## config.mk

```make
export PLATFORM = sky130hd
export DESIGN_NAME = scds_seq
export DESIGN_NICKNAME = d
export VERILOG_FILES = /design/src/rtl/scds_seq.sv
export SDC_FILE = /design/constraint.sdc
export NUM_CORES = 1
export LEC_CHECK = 0
export BUFFER_PORTS_ARGS = -buffer_cell sky130_fd_sc_hd__buf_2
export CORE_ASPECT_RATIO = 2
export CORE_MARGIN = 3
export CORE_UTILIZATION = 57
export DETAILED_ROUTE_END_ITERATION = 16
export PLACE_DENSITY = 0.84
export SETUP_SLACK_MARGIN = 0.3
export SLEW_MARGIN = 0
export SYNTH_ARGS = -nofsm -noshare
export SYNTH_HDL_FRONTEND = slang
export SYNTH_SLANG_ARGS = --single-unit
```

## constraint.sdc

```tcl
create_clock -name clk -period 3.6 [get_ports clk]
set_clock_uncertainty 0.05 [all_clocks]
set_input_delay 0.36 -clock clk [delete_from_list [all_inputs] [get_ports clk]]
set_output_delay 0.36 -clock clk [all_outputs]
set_load 0.05 [all_outputs]
```

## src/rtl/scds_seq.sv

```systemverilog
// scds_seq: frame sequencer for the constellation de-scramble datapath.
// Counts symbols through a frame, steps the 13-bit scramble LFSR on every
// transfer inside the de-scramble window and emits a 2-bit rotation code
// alongside each transfer. The datapath only rotates and registers.
// Optional build macro: SCDS_SEQ_TIMEOUT_EN adds a stall watchdog that pulses
// err and abandons the frame after TIMEOUT_CYC cycles without a transfer.
module scds_seq #(
  parameter int FRAME_LEN   = 496,
  parameter int WIN_START   = 16,
  parameter int WIN_END     = 494,
  parameter int IDXW        = 10,
  parameter int TIMEOUT_CYC = 1023
) (
  input  logic            clk,
  input  logic            rst,
  input  logic            start,
  input  logic            abort,
  input  logic [12:0]     seed,
  input  logic            in_vld,
  output logic            in_rdy,
  input  logic            out_rdy,
  output logic [1:0]      rot,
  output logic            rot_vld,
  output logic [IDXW-1:0] idx,
  output logic            busy,
  output logic            done,
  output logic            err
);

  typedef enum logic [2:0] {
    IDLE  = 3'd0,
    HEAD  = 3'd1,
    SCRAM = 3'd2,
    TAIL  = 3'd3,
    DONE  = 3'd4
  } state_t;

  localparam logic [0:12]     LFSR_INIT = 13'h1FFF;
  localparam logic [IDXW-1:0] HEAD_LAST = IDXW'(WIN_START - 1);
  localparam logic [IDXW-1:0] WIN_LAST  = IDXW'(WIN_END);
  localparam logic [IDXW-1:0] FRM_LAST  = IDXW'(FRAME_LEN - 1);

  // A mis-parameterised instance never accepts a symbol, so it cannot
  // silently produce a malformed frame.
  localparam bit CFG_OK = (FRAME_LEN > 0) && (FRAME_LEN <= (1 << IDXW)) &&
                          (WIN_START <= WIN_END) && (WIN_END < FRAME_LEN) &&
                          (TIMEOUT_CYC > 0);

  state_t          state, state_nx;
  logic [0:12]     lfsr, lfsr_nx;   // bit 0 is the MSB of the scrambler word
  logic [IDXW-1:0] idx_q, idx_nx;
  logic            fire;
  logic            tmo;

  // Two new bits per symbol: fbk1 and fbk2 are shifted in at the MSB end.
  function automatic logic [0:12] lfsr_step(input logic [0:12] l);
    logic fbk1, fbk2;
    fbk1 = l[7] ^ l[10] ^ l[11] ^ l[12];
    fbk2 = l[6] ^ l[9]  ^ l[10] ^ l[11];
    return {fbk2, fbk1, l[0:10]};
  endfunction

  assign busy    = (state == HEAD) || (state == SCRAM) || (state == TAIL);
  assign done    = (state == DONE);
  assign in_rdy  = busy & out_rdy & CFG_OK;
  assign fire    = in_vld & in_rdy;
  assign rot_vld = fire;
  assign rot     = (state == SCRAM) ? {lfsr[0], lfsr[1]} : 2'b00;
  assign idx     = idx_q;
  assign err     = tmo;

`ifdef SCDS_SEQ_TIMEOUT_EN
  localparam int SW = $clog2(TIMEOUT_CYC + 1);
  logic [SW-1:0] stall_cnt;

  // Stall counter: cleared outside a frame and on every transfer, counts
  // busy cycles that move no symbol.
  always_ff @(posedge clk) begin
    if (!rst)             stall_cnt <= '0;
    else if (!busy || fire) stall_cnt <= '0;
    else                  stall_cnt <= stall_cnt + SW'(1);
  end

  assign tmo = busy && (stall_cnt == SW'(TIMEOUT_CYC));
`else
  assign tmo = 1'b0;
`endif

  // Frame state, scrambler and symbol index registers.
  always_ff @(posedge clk) begin
    if (!rst) begin
      state <= IDLE;
      lfsr  <= LFSR_INIT;
      idx_q <= '0;
    end else begin
      state <= state_nx;
      lfsr  <= lfsr_nx;
      idx_q <= idx_nx;
    end
  end

  // Next-state: symbols advance only on a transfer; abort/watchdog override all.
  always_comb begin
    state_nx = state;
    lfsr_nx  = lfsr;
    idx_nx   = idx_q;
    unique case (state)
      IDLE: begin
        if (start) begin
          lfsr_nx  = seed;
          idx_nx   = '0;
          state_nx = (WIN_START == 0) ? SCRAM : HEAD;
        end
      end
      HEAD: begin
        if (fire) begin
          idx_nx = idx_q + 1'b1;
          if (idx_q == HEAD_LAST) state_nx = SCRAM;
        end
      end
      SCRAM: begin
        if (fire) begin
          lfsr_nx = lfsr_step(lfsr);
          idx_nx  = idx_q + 1'b1;
          if (idx_q == WIN_LAST)
            state_nx = (WIN_END == FRAME_LEN - 1) ? DONE : TAIL;
        end
      end
      TAIL: begin
        if (fire) begin
          idx_nx = idx_q + 1'b1;
          if (idx_q == FRM_LAST) state_nx = DONE;
        end
      end
      DONE: begin
        lfsr_nx  = LFSR_INIT;
        idx_nx   = '0;
        state_nx = IDLE;
      end
      default: begin
        lfsr_nx  = LFSR_INIT;
        idx_nx   = '0;
        state_nx = IDLE;
      end
    endcase
    if (abort || tmo) begin
      lfsr_nx  = LFSR_INIT;
      idx_nx   = '0;
      state_nx = IDLE;
    end
  end

endmodule
```

# ---- Yosys cells after proc, flatten, opt, wreduce, memory -nomap -nowiden
# Index checks and enable logic that the tools add are counted.
dict set report word_totals {
  register_bits 26
  inputBits 19
}
dict set report classes {
  n_addsub 1
  n_eq_ne 15
  muxes 15
  bitwise 10
  reduce_logical 9
}
# op count
set op_table {}
lappend op_table {{$pmux 13 s3} 1}
lappend op_table {{$mux 13} 2}
lappend op_table {{$mux 3} 7}
lappend op_table {{$eq 10x9->1 const B} 2}
lappend op_table {{$mux 10} 2}
lappend op_table {{$pmux 10 s2} 1}
lappend op_table {{$pmux 3 s4} 1}
lappend op_table {{$add 10x1->10 const B} 1}
lappend op_table {{$eq 10x4->1 const B} 1}
lappend op_table {{$ne 2x1->1 const B} 4}
lappend op_table {{$ne 2x2->1 const B} 4}
lappend op_table {{$reduce_and 7->1} 1}
lappend op_table {{$eq 3x2->1 const B} 2}
lappend op_table {{$xor 1x1->1} 6}
lappend op_table {{$reduce_or 2->1} 2}
lappend op_table {{$eq 3x1->1 const B} 1}
lappend op_table {{$eq 3x3->1 const B} 1}
lappend op_table {{$logic_not 3->1} 1}
lappend op_table {{$reduce_and 3->1} 1}
lappend op_table {{$reduce_or 3->1} 1}
lappend op_table {{$and 1x1->1} 2}
lappend op_table {{$logic_or 1x1->1} 2}
lappend op_table {{$mux 2} 1}
lappend op_table {{$not 1->1} 2}
lappend op_table {{$reduce_and 2->1} 1}

# ---- Logic depth before layout (Yosys ltp)
dict set report logic_depth {
  ltp_word 7
  depth_mapped 6
}

# ---- Worst setup path after synthesis
# Ideal clock, no wire load.
dict set report synth_path {
  kind {reg-to-output}
  startpoint {register state[1]}
  endpoint {output port in_rdy}
  t_arrival_ps 2001
  required_time_ps 3190
  slack_ps 1189
  stages_incl_launch_ff 6
  cell_sequence {dfxtp_1 -> buf_4 -> clkbuf_1 -> nor2_1 -> nor2_1 -> and2_1}
}
dict set report synth_via {
  elab_chain_len 4
  word_cells_on_any_way 6
  classes_between {eq/ne (3); bitwise (1); reduce/logical (2)}
}
# element line
set synth_rtl {}
lappend synth_rtl {{start, declared} 49} ;# state_t state, state_nx;
lappend synth_rtl {{start signal, assigned} 96} ;# state <= state_nx;
lappend synth_rtl {{$eq 3x1->1 or $eq 3x2->1 (tied branches)} 63} ;# assign busy = (state == HEAD) || (state == SCRAM) || (state == TAIL);
lappend synth_rtl {{$logic_or 1x1->1} 63}
lappend synth_rtl {{$logic_or 1x1->1 (*)} 63}
lappend synth_rtl {{via busy} 25} ;# output logic busy,
lappend synth_rtl {{$and 1x1->1 (*)} 65} ;# assign in_rdy = busy & out_rdy & CFG_OK;
lappend synth_rtl {{end, declared} 20} ;# output logic in_rdy,
# The timed path passes the listed nets; every way through them passes the cells marked *.

# ---- Worst setup path in the final report
dict set report layout_path {
  startpoint {register state[1]}
  endpoint {register lfsr[1] in the netlist's numbering}
}
dict set report layout_via {
  elab_chain_len 7
  word_cells_on_any_way 14
  classes_between {eq/ne (5); mux (1); bitwise (3); reduce/logical (5)}
}
# element line
set layout_rtl {}
lappend layout_rtl {{$eq 3x1->1 or $eq 3x2->1 (tied branches)} {63, 107}}
lappend layout_rtl {{$logic_or 1x1->1 (2 in a row)} 63}
lappend layout_rtl {{$and 1x1->1} 65}
lappend layout_rtl {{$and 1x1->1} 66} ;# assign fire = in_vld & in_rdy;
lappend layout_rtl {{$ne 2x2->1 (no source line)} --}
lappend layout_rtl {{$reduce_and 3->1 (no source line)} --}
lappend layout_rtl {{end signal, assigned} 97} ;# lfsr <= lfsr_nx;
lappend layout_rtl {{end, declared} 50} ;# logic [0:12] lfsr, lfsr_nx;
# Parallel ways exist; a longest one is shown, timed or not.
# A chain may end at the register's enable or synchronous reset.

==> results.cfg <==
[clocking]
numClockSinks = 26
ctsResizeCount = 0
cts_tree = done
clock-root-buffer = clkbuf_8
h-tree-depth = 1
holdBufCountCts = 0
clk_path_buf_depth = 2
clkTransAtPathRegs_ps = 90
cts_setup_buffers = 0
numCtsBuffers = 3
clock_latency_ps = 270

[worst_setup_path]
cp.required_ps = 3710
worst_r2r_endpoint = lfsr[1]$_SDFFE_PP1P_
worstPathCellList = nand3_1 -> a21oi_1 -> buf_4 -> nor3b_1 -> a211o_1
cp_num_buf_inv = 1
criticalPathCategory = reg -> reg
end_kind = flop
critPathMaxStageDelay_ps = 990
critPathTopFamily = flip-flops
start_kind = flop
ff2ff_path_depth = 5
r2r_start = state[1]$_SDFFE_PP0P_
rrSetupSlack_ps = 1090
path_max_fanout = 28
arrival_ps = 2620
slowest_stage = dfxtp_1

[power_and_ir_drop]
cellLeakagePower_uw = 0.000687
p_sw_frac = 0.247
power_density_nw_per_um2 = 308
peakVddDrop_v = 0.000190
pwr-share-clk = 0.304
totalPowerFinal_uw = 528
p_switching_uw = 130
comb_power_share = 0.125
internal-power_uw = 398
p_seq_frac = 0.570

[sta]
max_slew.worst_pin.slew_ps = 1010
max_freq_mhz = 398
setup_violations = 0
slew_viol_final = 0
period_minus_slack_ps = 2510
finalCritPeriodShare = 0.698
rsz0062_at_grt = no
tns_ps = 0
slew_headroom = 0.328
final_hold_viol_count = 0

[layout]
antenna_cells = 0
num-fill-cells = 221
drive_above_1_share = 0.269
finalNetCount = 224
syn_to_final_growth_pct = 11.9

[detailed_routing]
vias_per_cell = 6.32
firstDrtPassIters = 5
routed_wirelength_um = 3640
ant_nets = 0
routedWlPerCell_um = 15.9
num_vias = 1448
drt_iter0_markers = 35
drc = 0

[floorplanning]
die-area_um2 = 3380
rows = 26
dieWidth_um = 42.7
initial_core_util = 0.596
core_area_um2 = 2570
die_h_um = 79.3
ios = 36

[place]
dp_hpwl_um = 2780
gp_congestion = 0.794
io_buffers = 34

[yosys]
seq_area_frac_synth = 0.340
synth_area_um2 = 1530
synth_edf_count = 0
synth_nets = 199
ys_ff_latch = 26
synthFlopType = dfxtp_1
synthDistinctLibCells = 41
yosys_warnings = 0
synthTopCellsByArea = dfxtp_1 (34%), mux2_2 (8.1%), a2111oi_0 (6.3%)
async_reset_ff_frac = 0
syn_area_per_cell_um2 = 8.61
synth_cells = 178
synthTopCellsByCount = dfxtp_1 (26), o21ai_0 (14), nor3_1 (12)
synth_top_area_cell = dfxtp_1
synth.top_cell.area_share = 0.340
synth_most_common_cell = dfxtp_1

[worst_hold_path]
holdPathStages = 3
hp-class = in -> reg
holdCritStartpoint = abort
hold-path-endpoint = lfsr[5]$_SDFFE_PP1P_

[grt]
grt_overflow_total = 0
grt_pass1_wl_um = 6420
grt_pass1_vias = 1490
grt_max_degree = 37
antenna_found_initial = 0
grt_use_total = 0.242

[run_status]
outcome = finished, final reports clean

[run]
max_cap_viol_count = 0
## metal layers
metal,track usage,part of all wire,up-vias
li1,-,-,703
met5,0,0,-
met2,0.443,0.58,50
met1,0.245,0.35,681
met4,0.150,0.038,0
met3,0.0340,0.040,14
## sequential cells by signal (all words and copies together) (netlist names)
signal,cells
lfsr,13
state,3
idx,10
## tightest hold or removal path, cell delays in order
cell and delay [ps]:
buf_2 70, nor2b_1 150, o21ai_0 110
## how the worst max path moves through the flow
| stage | startpoint | to | slack, ps | cells after the start |
|---|---|---|---|---|
| 6_report | state[1]$_SDFFE_PP0P_ | lfsr[1]$_SDFFE_PP1P_ | 1090 | 5 |
| 5_1_grt | state[1]$_SDFFE_PP0P_ | lfsr[8]$_SDFFE_PP1P_ | 900 | 3 |
| 4_1_cts | state[1]$_SDFFE_PP0P_ | lfsr[1]$_SDFFE_PP1P_ | 1110 | 5 |
| 3_5_place_dp | state[1]$_SDFFE_PP0P_ | lfsr[1]$_SDFFE_PP1P_ | 1120 | 5 |
| 3_3_place_gp | state[1]$_SDFFE_PP0P_ | lfsr[1]$_SDFFE_PP1P_ | 1240 | 5 |
| 2_1_floorplan | state[1]$_SDFFE_PP0P_ | in_rdy | 1190 | 5 |
## area by class of cell
| cell class | count | area, µm² | area share |
|---|---|---|---|
| tap | 28 | 35.0 | 0.0204 |
| clock buffer | 3 | 41.3 | 0.0241 |
| sequential | 26 | 520 | 0.303 |
| timing repair buffer | 36 | 185 | 0.108 |
| multi-input combinational | 133 | 922 | 0.538 |
| inverter | 3 | 11.3 | 0.00656 |
## per-stage QoR
step	setup WS, ps	cells	hold slack (ps)	instance area, µm²	util
5_1_grt	896	229	437	1720	0.667
6_report	1090	229	411	1720	0.667
3_3_place_gp	1240	226	430	1670	0.651
4_1_cts	1110	229	413	1720	0.667
2_1_floorplan	1190	178	442	1530	-
3_5_place_dp	1120	226	472	1670	0.651
## power groups by stage
stage,sequential (µW),combinational (µW),clock (µW)
after CTS,301,66.0,163
after floorplan,305,47.4,0
after global routing,302,73.6,178
after detailed placement,308,65.5,0
final,301,66.0,161
after global placement,307,63.9,0
## layout by cell type (no fill, tap or decap), types with 3 or more instances in the layout
cell and n:
inv_1 3, xnor2_1 7, or3_1 5, a21oi_1 9, o21ai_0 14, a2111oi_0 11, nor2b_1 3, nand2b_1 3
and2_1 3, and3_1 5, nor3_1 12, dfxtp_1 26, nor2_1 10, clkbuf_8 3, xor2_1 3, mux2_2 11
nand2_1 7, buf_2 34
## cell families (layout without fill, tap and decap cells)
kind of cell | count (synthesis) | in the layout | synth area share
simple gates | 60 | 60 | 0.221
compound gates | 49 | 49 | 0.224
flops | 26 | 26 | 0.340
buf+inv | 19 | 42 | 0.0588
mux | 11 | 11 | 0.0808
xor+xnor | 10 | 10 | 0.0571
fa+ha+maj | 2 | 2 | 0.0163
other cells | 1 | 1 | 0.00245
(Power assumes the default switching activity.)
